$ cat src/rtl/setup_stim_pkg.sv
// setup_stim_pkg: shared state encoding, default timing constants and the
// expected-alarm helper for the setup-time stimulus generator.
package setup_stim_pkg;

  typedef enum logic [1:0] {
    IDLE  = 2'd0,
    RUN   = 2'd1,
    DRAIN = 2'd2,
    DONE  = 2'd3
  } state_t;

  localparam int PERIOD_TICKS_DEF = 10;
  localparam int TICK_NS_DEF      = 5;
  localparam int TSU_NS_DEF       = 30;

  // Alarm is due when the setup margin is strictly below the requirement.
  // The 64-bit product keeps any offset width below 32 bits from overflowing.
  function automatic logic calc_alarm(
    input logic [31:0] off,
    input int          tick_ns,
    input int          tsu_ns
  );
    logic [63:0] prod;
    prod = 64'(off) * 64'(tick_ns);
    return prod < 64'(tsu_ns);
  endfunction

endpackage

$ cat src/rtl/setup_stim_phase.sv
// setup_stim_phase: phase counter for the generated FF_CLK with
// look-ahead flags for the wrap (rise), D toggle and half-period points.
module setup_stim_phase
  import setup_stim_pkg::*;
#(
  parameter int PERIOD_TICKS = PERIOD_TICKS_DEF,
  parameter int CW           = 8
) (
  input  logic          CLK,
  input  logic          RST,
  input  logic          clr,
  input  logic          en,
  input  logic [CW-1:0] off,
  output logic          wrap,
  output logic          tog,
  output logic          half
);

  localparam logic [CW-1:0] PER  = CW'(PERIOD_TICKS);
  localparam logic [CW-1:0] PMAX = CW'(PERIOD_TICKS - 1);
  localparam logic [CW-1:0] HALF = CW'(PERIOD_TICKS / 2);

  logic [CW-1:0] ph;
  logic [CW-1:0] ph_next;
  logic [CW-1:0] tgt;

  // Flags describe the coming edge: they fire when ph is about to
  // take the named value, so the owner's registers change on it.
  assign ph_next = (ph == PMAX) ? '0 : ph + CW'(1);
  assign tgt     = (off == '0) ? '0 : PER - off;
  assign wrap    = en && (ph == PMAX);
  assign tog     = en && (ph_next == tgt);
  assign half    = en && (ph_next == HALF);

  // Phase register: cleared on burst accept, advances while enabled.
  always_ff @(posedge CLK or posedge RST) begin
    if (RST) begin
      ph <= '0;
    end else if (clr) begin
      ph <= '0;
    end else if (en) begin
      ph <= ph_next;
    end
  end

endmodule

$ cat src/rtl/setup_stim_gen.sv
// setup_stim_gen: drives FF_CLK/D_FF with a programmed setup margin and
// the matching expected alarm. Define SETUP_STIM_SWEEP_EN to sweep margin.
module setup_stim_gen
  import setup_stim_pkg::*;
#(
  parameter int PERIOD_TICKS = PERIOD_TICKS_DEF,
  parameter int TICK_NS      = TICK_NS_DEF,
  parameter int TSU_NS       = TSU_NS_DEF,
  parameter int CW           = 8,
  parameter int NW           = 8
) (
  input  logic          CLK,
  input  logic          RST,
  input  logic          Start,
  input  logic [CW-1:0] Offset,
  input  logic [NW-1:0] N_Edges,
  output logic          Busy,
  output logic          Done,
  output logic          FF_CLK,
  output logic          D_FF,
  output logic          Expect_Alarm,
  output logic [NW-1:0] Edge_Count
);

  localparam logic [CW-1:0] PMAX = CW'(PERIOD_TICKS - 1);

  state_t        state_q;
  state_t        state_d;
  logic [CW-1:0] off_q;
  logic [CW-1:0] off_clamp;
  logic [NW-1:0] n_q;
  logic          accept;
  logic          run;
  logic          active;
  logic          rise;
  logic          tog;
  logic          half;
  logic          last_edge;

  assign accept    = (state_q == IDLE) && Start;
  assign run       = (state_q == RUN);
  assign active    = run || (state_q == DRAIN);
  assign off_clamp = (Offset > PMAX) ? PMAX : Offset;
  assign last_edge = (Edge_Count + NW'(1)) == n_q;
  assign Busy      = active;
  assign Done      = (state_q == DONE);

  setup_stim_phase #(
    .PERIOD_TICKS (PERIOD_TICKS),
    .CW           (CW)
  ) u_phase (
    .CLK  (CLK),
    .RST  (RST),
    .clr  (accept),
    .en   (active),
    .off  (off_q),
    .wrap (rise),
    .tog  (tog),
    .half (half)
  );

  // State register.
  always_ff @(posedge CLK or posedge RST) begin
    if (RST) begin
      state_q <= IDLE;
    end else begin
      state_q <= state_d;
    end
  end

  // Next state: burst runs until the last rise, then drains the high half.
  always_comb begin
    state_d = state_q;
    unique case (state_q)
      IDLE: begin
        if (Start) begin
          state_d = (N_Edges == '0) ? DONE : RUN;
        end
      end
      RUN: begin
        if (rise && last_edge) begin
          state_d = DRAIN;
        end
      end
      DRAIN: begin
        if (half) begin
          state_d = DONE;
        end
      end
      DONE: begin
        state_d = IDLE;
      end
      default: begin
        state_d = IDLE;
      end
    endcase
  end

  // Burst datapath: latches, generated clock/data and expected alarm.
  always_ff @(posedge CLK or posedge RST) begin
    if (RST) begin
      off_q        <= '0;
      n_q          <= '0;
      Edge_Count   <= '0;
      FF_CLK       <= 1'b0;
      D_FF         <= 1'b0;
      Expect_Alarm <= 1'b0;
    end else begin
      if (accept) begin
        off_q      <= off_clamp;
        n_q        <= N_Edges;
        Edge_Count <= '0;
      end
      if (run && tog) begin
        D_FF <= ~D_FF;
      end
      if (run && rise) begin
        FF_CLK       <= 1'b1;
        Edge_Count   <= Edge_Count + NW'(1);
        Expect_Alarm <= calc_alarm(32'(off_q), TICK_NS, TSU_NS);
`ifdef SETUP_STIM_SWEEP_EN
        if (off_q != '0) begin
          off_q <= off_q - CW'(1);
        end
`else
        off_q <= off_q;
`endif
      end else if (half) begin
        FF_CLK <= 1'b0;
      end
    end
  end

endmodule

$ cat config.mk
export PLATFORM = sky130hd
export DESIGN_NAME = setup_stim_gen
export DESIGN_NICKNAME = d
export VERILOG_FILES = /design/src/rtl/setup_stim_pkg.sv /design/src/rtl/setup_stim_phase.sv /design/src/rtl/setup_stim_gen.sv
export SDC_FILE = /design/constraint.sdc
export NUM_CORES = 1
export LEC_CHECK = 0
export CAP_MARGIN = 20
export CORE_MARGIN = 4
export CORE_UTILIZATION = 58
export CTS_BUF_LIST = sky130_fd_sc_hd__clkbuf_2
export CTS_CLUSTER_DIAMETER = 200
export CTS_CLUSTER_SIZE = 20
export DETAILED_ROUTE_END_ITERATION = 10
export HOLD_SLACK_MARGIN = 0.03
export PLACE_DENSITY_LB_ADDON = 0.2
export SKIP_LAST_GASP = 1
export SYNTH_ARGS = -nofsm -noshare
export SYNTH_HDL_FRONTEND = slang
export SYNTH_SLANG_ARGS = --single-unit
$ cat constraint.sdc
create_clock -name CLK -period 2.5 [get_ports CLK]
set_input_delay 0.5 -clock CLK [delete_from_list [all_inputs] [get_ports CLK]]
set_output_delay 0.5 -clock CLK [all_outputs]
set_load 0.03 [all_outputs]
==> results of run 1 <==
==> cells by family (layout without fill, tap and decap cells) <==
group	after synthesis	count (layout)
muxes	7	7
AOI/OAI and AO/OA	51	51
and+or+nand+nor	133	133
adders and majority gates	23	23
buffers and inverters	19	55
xor gates and xnor gates	28	28
DFF	37	37
==> metal layers <==
metal  vias to the layer above  GRT usage [%]  share of wire [%]
li1                       1114              -                  -
met5                         -              0                  0
met3                        11           5.87                3.9
met2                        42           43.7                 51
met1                      1085           27.9                 43
met4                         0           7.38                1.7
==> state kept, by name, summed over array words and instances, names as in the netlist <==
register      count
FF_CLK            1
u_phase.ph        8
off_q             8
Expect_Alarm      1
state_q           2
Edge_Count        8
n_q               8
D_FF              1
==> per-stage QoR <==
step | setup slack [ns] | util [%]
detailed placement | 0.239 | 69.1
finish | 0.211 | 70.1
floorplan | 0.330 | -
global route | 0.0529 | 70.1
CTS | 0.0290 | 70.0
global placement | 0.325 | 69.1
==> layout by cell type, fill, tap and decap left out, types with 6 or more instances in the layout <==
cell type	count
nand2_1	56
dfrtp_1	37
clkdlybuf4s50_1	30
nor2_1	26
ha_1	22
o21ai_0	21
xnor2_1	17
nand3_1	13
xor2_1	11
a21oi_1	8
inv_1	8
buf_4	8
nor2b_1	7
clkbuf_2	6
==> worst max-delay path by stage <==
| stage | end | slack (ns) | cells past startpoint |
|---|---|---|---|
| floorplan | state_q[1]$_DFFE_PP0P_ | 0.33 | 9 |
| global placement | state_q[1]$_DFFE_PP0P_ | 0.32 | 8 |
| detailed placement | state_q[1]$_DFFE_PP0P_ | 0.24 | 7 |
| CTS | Busy | 0.03 | 3 |
| global route | D_FF$_DFFE_PP0P_ | 0.05 | 9 |
| finish | state_q[1]$_DFFE_PP0P_ | 0.21 | 7 |
==> final cells by class <==
cell class,count,area (um^2),share of cell area (%)
multi-input cells,242,1620,53.0
repair buffers,39,373,12.2
well taps,52,65.1,2.13
clock buffers,6,30.0,0.984
flip-flops and latches,37,926,30.4
clock inverters,2,10.0,0.328
inverters,8,30.0,0.984
==> cells in the mapped netlist, drive strengths merged (4+ instances only) <==
cell type  count  area (um^2)
nand2         56          210
dfrtp         37          926
nor2          26         97.6
ha            22          275
o21ai         21          105
xnor2         17          149
nand3         14         82.6
xor2          11         96.3
a21oi          9         48.8
inv            8         30.0
nor2b          7         43.8
and3           6         45.0
clkbuf         6         22.5
a31oi          5         31.3
buf            5         25.0
mux2i          5         50.1
nor4           5         31.3
nand4          4         25.0
nor3           4         20.0
==> critical path, cell delays in order (launching register included) <==
cell      delay [ns]
dfrtp_1         0.50
ha_1            0.37
and3_1          0.30
and4_1          0.21
o211ai_1        0.11
a211o_2         0.39
a21oi_2         0.18
mux2i_1         0.19
==> power by group through the flow <==
stage / Sequential [mW] / Combinational (mW) / Clock (mW)
after floorplan: 0.910 / 0.906 / 0
after global placement: 0.926 / 1.23 / 0
after detailed placement: 0.931 / 1.28 / 0
after CTS: 0.920 / 1.28 / 0.289
after global routing: 0.945 / 1.42 / 0.315
final: 0.922 / 1.28 / 0.281
==> metrics.cfg, run 1 <==
[critical_path]
r2r_end = state_q[1]$_DFFE_PP0P_
path_max_fanout = 8
timing.rr.start = u_phase.ph[0]$_DFFE_PP0P_
worstPathArrival_ns = 2.65
worstRegToRegCells = 7
worst_setup_path_start_kind = flip-flop
setup.worst_path.start = u_phase.ph[0]$_DFFE_PP0P_
critPathKind = flip-flop to flip-flop
endpoint_kind = flip-flop
rrSetupSlack_ns = 0.21
crit_required_ns = 2.86

[global_routing]
grtUsageTotal_pct = 24.1
grt_pass1_wl_um = 10400
grt_pass1_vias = 2298
antenna_found_initial = 0
grt_max_degree = 38
grt_overflow = 0

[sta]
setup_viol_count_final = 0
slew_headroom_pct = 61.0
finalHoldViolCount = 0
max_freq_mhz = 437
fin_crit_ns = 2.29
whs_ns = 0.457
rsz0062_at_grt = false
final.setup.tns_ns = 0
skew_ns = 0.0314
drv_slew = 0
fin_crit_sh_pct = 91.6
worst_pin_slew_ns = 0.580

[pwr]
p_comb_share_pct = 51.5
power.static_leakage_nw = 1.40
power_mw = 2.48
power.share.clock_pct = 11.3
p_int_mw = 1.37
power.switching_mw = 1.12
powerDensity_nw_per_um2 = 814
power_frac_seq_pct = 37.1
ir_drop_mv = 0.369
switching_share_pct = 45.0

[drt]
wire_per_inst_um = 15.6
firstDrtPassIters = 4
postRouteAntennaNets = 0
num_vias = 2252
viasPerCell = 5.83
drt_wl_total_um = 6020
drc = 0
drt_iter0_drc = 110

[clock_tree]
cts_tree = done
worst_skew_pair.late_latency_ns = 0.42
cts-resized-gates = 0
hold_buffers = 0
clockBufferDepth = 2
post_cts_buffers = 0
clk_pin_slew_ns = 0.21
numCtsBuffers = 5
htree_levels = 2
root_buffer = clkbuf_2
cts_sinks = 37

[layout]
area_growth_pct = 16.4
final_area_um2 = 3050
final_nets = 375
stdcell_count = 386
nFillCells = 340
diodes = 0
drive_gt1_share_pct = 8.68

[place]
io_buffers = 31
dp.cells = 378
gp_congestion = 0.826
dp_hpwl_um = 4530
placed_area_um2 = 3010

[die]
die_h_um = 75.2
rows = 24
pin_count = 32
die_w_um = 75.2
core_area_um2 = 4350
start_util_pct = 60.2
dieArea_um2 = 5660

[flow_run]
cap_violations = 0

[status]
status = complete, no violations

[synthesis]
synth-simple-area-share_pct = 25.0
synth_top_family_by_area = simple AND/OR/NAND/NOR gates
synth-main-ff-cell = dfrtp_1
synth_compound_area_share_pct = 13.3
synth-edff-count = 0
ys_ff_latch = 37
yosys.cell_types.count = 48
synthCells = 298
async_flop_share_pct = 100
syn_area_um2 = 2620
ys_warn_count = 0
avgSynthCellArea_um2 = 8.79
synthAdderAreaFrac_pct = 11.3
synth_xor_area_share_pct = 9.36
synth_fp_nets = 340
muxShareOfSynthArea_pct = 2.77
yosysSeqAreaShare_pct = 35.3

[worst_hold_path]
hp-class = input pin to asynchronous set/reset pin

No activity file was read; power rests on OpenSTA's default activity.
==> run 2, diff against run 1 <==
CORE_UTILIZATION = 52   (was 58)
GPL_ROUTABILITY_DRIVEN = 0   (was not set)
clock period = 2.1 ns   (was 2.5 ns; I/O delays follow)
==> run 2 against run 1 <==
  * Combinational power up 37%
  * Maximum frequency rose by 12%
  * Clock skew down 0.022 ns
  * Count of clock-buffer cells in the layout is 1 lower
  * Core utilization down 0.63 points
  * Critical path depth stayed put
  * Routed wire length grew 7.1%
  * Largest cell class unchanged
  * Highest routed layer unchanged
==> metrics.cfg, run 2 (synthesized netlist as in run 1, its figures left out) <==
[status]
status = complete, no violations  ; unchanged

[flow_run]
cap_violations = 0  ; unchanged

[layout]
multi_input_area_um2 = 1680  ; was 1620 um^2
area_growth_pct = 27.7  ; was 16.4%
diodes = 0  ; unchanged
nFillCells = 405  ; was 340
seq_area_um2 = 928  ; was 926 um^2
mostFrequentLayoutCells = 55 x nand2_1, 35 x dfrtp_1, 35 x buf_4  ; was 56 x nand2_1, 37 x dfrtp_1, 30 x clkdlybuf4s50_1
mostFrequentLayoutCell = nand2_1  ; unchanged
drive_gt1_share_pct = 19.1  ; was 8.68%
final_nets = 402  ; was 375

[global_routing]
grt_max_degree = 38  ; unchanged
grtUsageTotal_pct = 21.2  ; was 24.1%
grt_overflow = 0  ; unchanged
grt_pass1_wl_um = 10500  ; was 10400 um
antenna_found_initial = 0  ; unchanged
grt_pass1_vias = 2186  ; was 2298

[critical_path]
critPathKind = flip-flop to flip-flop  ; unchanged
endpoint_kind = flip-flop  ; unchanged
timing.rr.start = Edge_Count[1]$_DFFE_PP0P_  ; was u_phase.ph[0]$_DFFE_PP0P_
rrSetupSlack_ns = 0.05  ; was 0.21 ns
worstRegToRegCells = 7  ; unchanged
crit_required_ns = 2.43  ; was 2.86 ns
slowest_stage = dfrtp_1  ; unchanged
worstPathArrival_ns = 2.38  ; was 2.65 ns
setup.worst_path.start = Edge_Count[1]$_DFFE_PP0P_  ; was u_phase.ph[0]$_DFFE_PP0P_
path_cells = and3_4, and3_2, mux2_2, o211ai_2, a41oi_2, a21oi_4, mux2i_1  ; was ha_1, and3_1, and4_1, o211ai_1, a211o_2, a21oi_2, mux2i_1
path_max_fanout = 4  ; was 8
worst_setup_path_start_kind = flip-flop  ; unchanged
r2r_end = state_q[1]$_DFFE_PP0P_  ; unchanged
crit_family = multiplexers  ; was compound AO/OA/AOI/OAI gates
critPathMaxStageDelay_ns = 0.48  ; was 0.50 ns
cp_num_buf_inv = 0  ; unchanged

[drt]
drt_wl_total_um = 6450  ; was 6020 um
wire_per_inst_um = 15.1  ; was 15.6 um
postRouteAntennaNets = 0  ; unchanged
firstDrtPassIters = 4  ; unchanged
viasPerCell = 5.36  ; was 5.83
drc = 0  ; unchanged
drt_iter0_drc = 74  ; was 110
num_vias = 2293  ; was 2252

[sta]
rsz0062_at_grt = true  ; was false
fin_crit_ns = 2.05  ; was 2.29 ns
final.setup.tns_ns = 0  ; unchanged
fin_ws_ns = 0.0490  ; was 0.211 ns
drv_slew = 0  ; unchanged
slew_headroom_pct = 65.9  ; was 61.0%
worst_pin_slew_ns = 0.507  ; was 0.580 ns
finalHoldViolCount = 0  ; unchanged
max_freq_mhz = 488  ; was 437 MHz
skew_ns = 0.00926  ; was 0.0314 ns
setup_viol_count_final = 0  ; unchanged
fin_crit_sh_pct = 97.7  ; was 91.6%

[die]
die_w_um = 79.0  ; was 75.2 um
start_util_pct = 54.4  ; was 60.2%
dieArea_um2 = 6240  ; was 5660 um^2
rows = 25  ; was 24
pin_count = 32  ; unchanged
core_area_um2 = 4820  ; was 4350 um^2
die_h_um = 79.0  ; was 75.2 um

[place]
io_buffers = 31  ; unchanged
pre_cts_ws_ns = -0.0517  ; was 0.239 ns
dp_hpwl_um = 4730  ; was 4530 um

[clock_tree]
clk_pin_slew_ns = 0.21  ; about the same
clockBufferDepth = 2  ; unchanged
cts_sinks = 37  ; unchanged
hold_buffers = 0  ; unchanged
numCtsBuffers = 5  ; unchanged
worst_skew_pair.late_latency_ns = 0.39  ; was 0.42 ns
htree_levels = 2  ; unchanged
cts_tree = done  ; unchanged
root_buffer = clkbuf_2  ; unchanged

[pwr]
ir_drop_mv = 0.381  ; was 0.369 mV
power.static_leakage_nw = 1.61  ; was 1.40 nW
powerDensity_nw_per_um2 = 944  ; was 814 nW/um^2

[worst_hold_path]
hp-class = input pin to asynchronous set/reset pin  ; unchanged

==> run 2: cell types whose count changed in the layout (fill, tap and decap cells not counted), sizes merged <==
cell           delta
clkinvlp          +1
clkbuf            -1
dlygate4sd2       +3
clkdlybuf4s50     -7
buf              +28
dlymetal6s2s      +3
==> run 2: what timing repair did <==
action / CTS / global route
gates resized for setup: 4 / 19
setup buffers: 1 / 6
setup endpoints to repair: 5 / 9
pin swaps: 0 / 10
==> run 2: tightest hold or removal path: stages <==
cell             delay [ns]
clkdlybuf4s50_1        0.40
inv_1                  0.05
buf_4                  0.42
==> run 2: where the power goes <==
| part | total [mW] | switching [mW] | internal (mW) |
|---|---|---|---|
| Combinational | 1.76 | 0.953 | 0.804 |
| Clock | 0.337 | 0.260 | 0.0778 |
| Sequential | 1.06 | 0.183 | 0.882 |
| Total | 3.16 | 1.40 | 1.76 |
==> run 2: per-layer routing <==
metal / track usage [%] / vias up / part of all wire (%)
met3: 3.40 / 8 / 2.6
met5: 0 / - / 0
li1: - / 1164 / -
met1: 27.5 / 1083 / 45
met4: 6.70 / 0 / 1.3
met2: 36.2 / 38 / 51
==> run 2: metrics by stage <==
| step | cell area [um^2] | instances | power (mW) | hold WS [ns] | util (%) |
|---|---|---|---|---|---|
| 2_1_floorplan | 2630 | 298 | 2.16 | 0.465 | - |
| 3_3_place_gp | 3180 | 413 | 2.64 | 0.466 | 66.0 |
| 3_5_place_dp | 3180 | 413 | 2.69 | 0.475 | 66.0 |
| 4_1_cts | 3230 | 422 | 3.05 | 0.394 | 67.0 |
| 5_1_grt | 3340 | 428 | 3.41 | 0.408 | 69.4 |
| 6_report | 3340 | 428 | 3.16 | 0.404 | 69.4 |
==> run 2: how the worst max path moves through the flow <==
stage                             end  slack [ns]  cells after the start
6_report       state_q[1]$_DFFE_PP0P_        0.05                      7
5_1_grt              D_FF$_DFFE_PP0P_       -0.08                      9
4_1_cts                 Edge_Count[5]      0.0009                      1
3_5_place_dp   state_q[1]$_DFFE_PP0P_       -0.05                      8
3_3_place_gp   state_q[0]$_DFFE_PP0P_        0.02                      7
2_1_floorplan  state_q[1]$_DFFE_PP0P_      0.0005                      9
==> run 2: layout make-up <==
class | instances | share of cell area [%]
sequential | 37 | 27.8
inverter | 8 | 0.898
timing repair buffer | 66 | 17.4
tap | 67 | 2.51
multi-input combinational | 242 | 50.2
clock buffer | 5 | 0.748
clock inverter | 3 | 0.524
==> run 3, diff against run 2 <==
CORE_UTILIZATION = 60   (was 52)
CTS_BUF_LIST = sky130_fd_sc_hd__clkbuf_4   (was sky130_fd_sc_hd__clkbuf_2)
DONT_BUFFER_PORTS = 1   (was not set)
MAX_ROUTING_LAYER = met4   (was not set)
==> run 3 against run 2 <==
  * Sequential power rose by 5%
  * Critical endpoint is now D_FF$_DFFE_PP0P_
  * Clock skew barely moved
  * Combinational power fell by 15%
  * Clock power rose by 15%
  * Largest power group unchanged
  * Final cell count fell by 12%
==> metrics.cfg, run 3 (synthesized netlist as in run 1, its figures left out) <==
[sta]
setup_viol_count_final = 0  ; unchanged
fin_crit_sh_pct = 97.0  ; was 97.7%
fin_crit_ns = 2.04  ; was 2.05 ns
finalHoldViolCount = 0  ; unchanged
drv_slew = 0  ; unchanged
slew_headroom_pct = 58.4  ; was 65.9%
fin_ws_ns = 0.0628  ; was 0.0490 ns
worst_pin_slew_ns = 0.618  ; was 0.507 ns
rsz0062_at_grt = true  ; unchanged
max_freq_mhz = 491  ; was 488 MHz
skew_ns = 0.00957  ; was 0.00926 ns

[pwr]
power_frac_seq_pct = 37.2  ; was 33.7%
power.share.clock_pct = 12.9  ; was 10.7%
powerDensity_nw_per_um2 = 1000  ; was 944 nW/um^2
ir_drop_mv = 0.382  ; was 0.381 mV
switching_share_pct = 43.6  ; was 44.2%
power.switching_mw = 1.31  ; was 1.40 mW
power.static_leakage_nw = 1.42  ; was 1.61 nW
p_int_mw = 1.69  ; was 1.76 mW
power_mw = 3.00  ; was 3.16 mW
p_comb_share_pct = 49.9  ; was 55.6%

[die]
core_area_um2 = 4120  ; was 4820 um^2
start_util_pct = 63.7  ; was 54.4%
rows = 23  ; was 25
dieArea_um2 = 5490  ; was 6240 um^2
die_h_um = 74.1  ; was 79.0 um
pin_count = 32  ; unchanged
die_w_um = 74.1  ; was 79.0 um

[layout]
stdcell_count = 378  ; was 428
drive_gt1_share_pct = 19.2  ; was 19.1%
multi_input_area_um2 = 1660  ; was 1680 um^2
final_util_pct = 72.5  ; was 69.4%
seq_area_um2 = 927  ; was 928 um^2
area_growth_pct = 13.9  ; was 27.7%
mostFrequentLayoutCell = nand2_1  ; unchanged
nFillCells = 330  ; was 405
final_nets = 369  ; was 402
final_area_um2 = 2980  ; was 3340 um^2
diodes = 0  ; unchanged
mostFrequentLayoutCells = 55 x nand2_1, 36 x dfrtp_1, 33 x buf_4  ; was 55 x nand2_1, 35 x dfrtp_1, 35 x buf_4

[drt]
drt_iter0_drc = 72  ; was 74
drc = 0  ; unchanged
wire_per_inst_um = 15.1  ; about the same
firstDrtPassIters = 6  ; was 4
drt_wl_total_um = 5720  ; was 6450 um
viasPerCell = 5.75  ; was 5.36
num_vias = 2175  ; was 2293
postRouteAntennaNets = 0  ; unchanged

[clock_tree]
numCtsBuffers = 5  ; unchanged
htree_levels = 2  ; unchanged
worst_skew_pair.late_latency_ns = 0.35  ; was 0.39 ns
clk_pin_slew_ns = 0.12  ; was 0.21 ns
clockBufferDepth = 2  ; unchanged
root_buffer = clkbuf_4  ; was clkbuf_2
cts_sinks = 37  ; unchanged
cts_tree = done  ; unchanged

[global_routing]
grt_max_degree = 38  ; unchanged
grt_overflow = 0  ; unchanged
grt_pass1_vias = 2175  ; was 2186
antenna_found_initial = 0  ; unchanged
grt_pass1_wl_um = 10100  ; was 10500 um
grtUsageTotal_pct = 24.5  ; was 21.2%

[worst_hold_path]
hp-class = input pin to asynchronous set/reset pin  ; unchanged

[critical_path]
crit_required_ns = 2.37  ; was 2.43 ns
critPathKind = flip-flop to flip-flop  ; unchanged
endpoint_kind = flip-flop  ; unchanged
worst_setup_path_start_kind = flip-flop  ; unchanged
path_max_fanout = 5  ; was 4
worstPathArrival_ns = 2.31  ; was 2.38 ns

[flow_run]
cap_violations = 0  ; unchanged

[place]
pre_cts_ws_ns = 0.0432  ; was -0.0517 ns
io_buffers = 0  ; was 31
dp.cells = 368  ; was 413
placed_area_um2 = 2870  ; was 3180 um^2
dp_hpwl_um = 4440  ; was 4730 um

[status]
status = complete, no violations  ; unchanged

==> run 3: critical path, cell delays in order, from the launching register on <==
cell      delay (ns)
dfrtp_1         0.43
inv_1           0.06
ha_1            0.17
and4bb_1        0.21
and2_1          0.20
nor2_1          0.22
o221ai_1        0.16
a21oi_1         0.15
and4_1          0.21
xor2_1          0.15
==> run 3: cell type report <==
cell class | instances | area share (%)
clock buffer | 6 | 1.51
clock inverter | 2 | 0.335
inverter | 8 | 1.01
multi-input combinational | 242 | 55.7
sequential | 37 | 31.1
tap | 50 | 2.10
timing repair buffer | 33 | 8.30
==> run 3: stage by stage <==
stage | setup TNS (ns) | hold slack [ns]
floorplan | 0 | 0.465
global placement | 0 | 0.450
detailed placement | 0 | 0.459
CTS | 0 | 0.0647
global route | -0.0979 | 0.0689
finish | 0 | 0.0435
==> run 3: per-layer routing <==
layer,share of wire (%),track usage (%),vias up
met2,52,41.4,40
met4,1.4,7.24,0
li1,-,-,1102
met1,41,29.5,1026
met3,5.6,5.00,7
met5,0,-,-
==> run 3: path summary, 6_finish.rpt <==
| path | start | end | slack [ns] | cells past startpoint |
|---|---|---|---|---|
| hold / removal | RST | Edge_Count[5]$_DFFE_PP0P_ | 0.04 | 2 |
| max in group asynchronous | RST | off_q[1]$_DFFE_PP0P_ | 1.69 | 2 |
| setup / recovery | u_phase.ph[1]$_DFFE_PP0P_ | D_FF$_DFFE_PP0P_ | 0.06 | 9 |
| min in group CLK | N_Edges[2] | n_q[2]$_DFFE_PP0P_ | 0.17 | 2 |
| setup reg to reg | u_phase.ph[1]$_DFFE_PP0P_ | D_FF$_DFFE_PP0P_ | 0.06 | 9 |
| hold reg to reg | n_q[3]$_DFFE_PP0P_ | n_q[3]$_DFFE_PP0P_ | 0.52 | 2 |
==> run 3: repair_timing <==
item,CTS,global route
buffers inserted,0,2
hold buffers,0,0
resized for setup,0,9
setup endpoints to repair,0,7
==> run 3: power groups by stage <==
stage	clock network (mW)	logic [mW]	registers, mW
2_1_floorplan	0	1.08	1.08
3_3_place_gp	0	1.42	1.11
3_5_place_dp	0	1.45	1.12
4_1_cts	0.403	1.47	1.11
5_1_grt	0.432	1.68	1.14
6_report	0.387	1.50	1.11
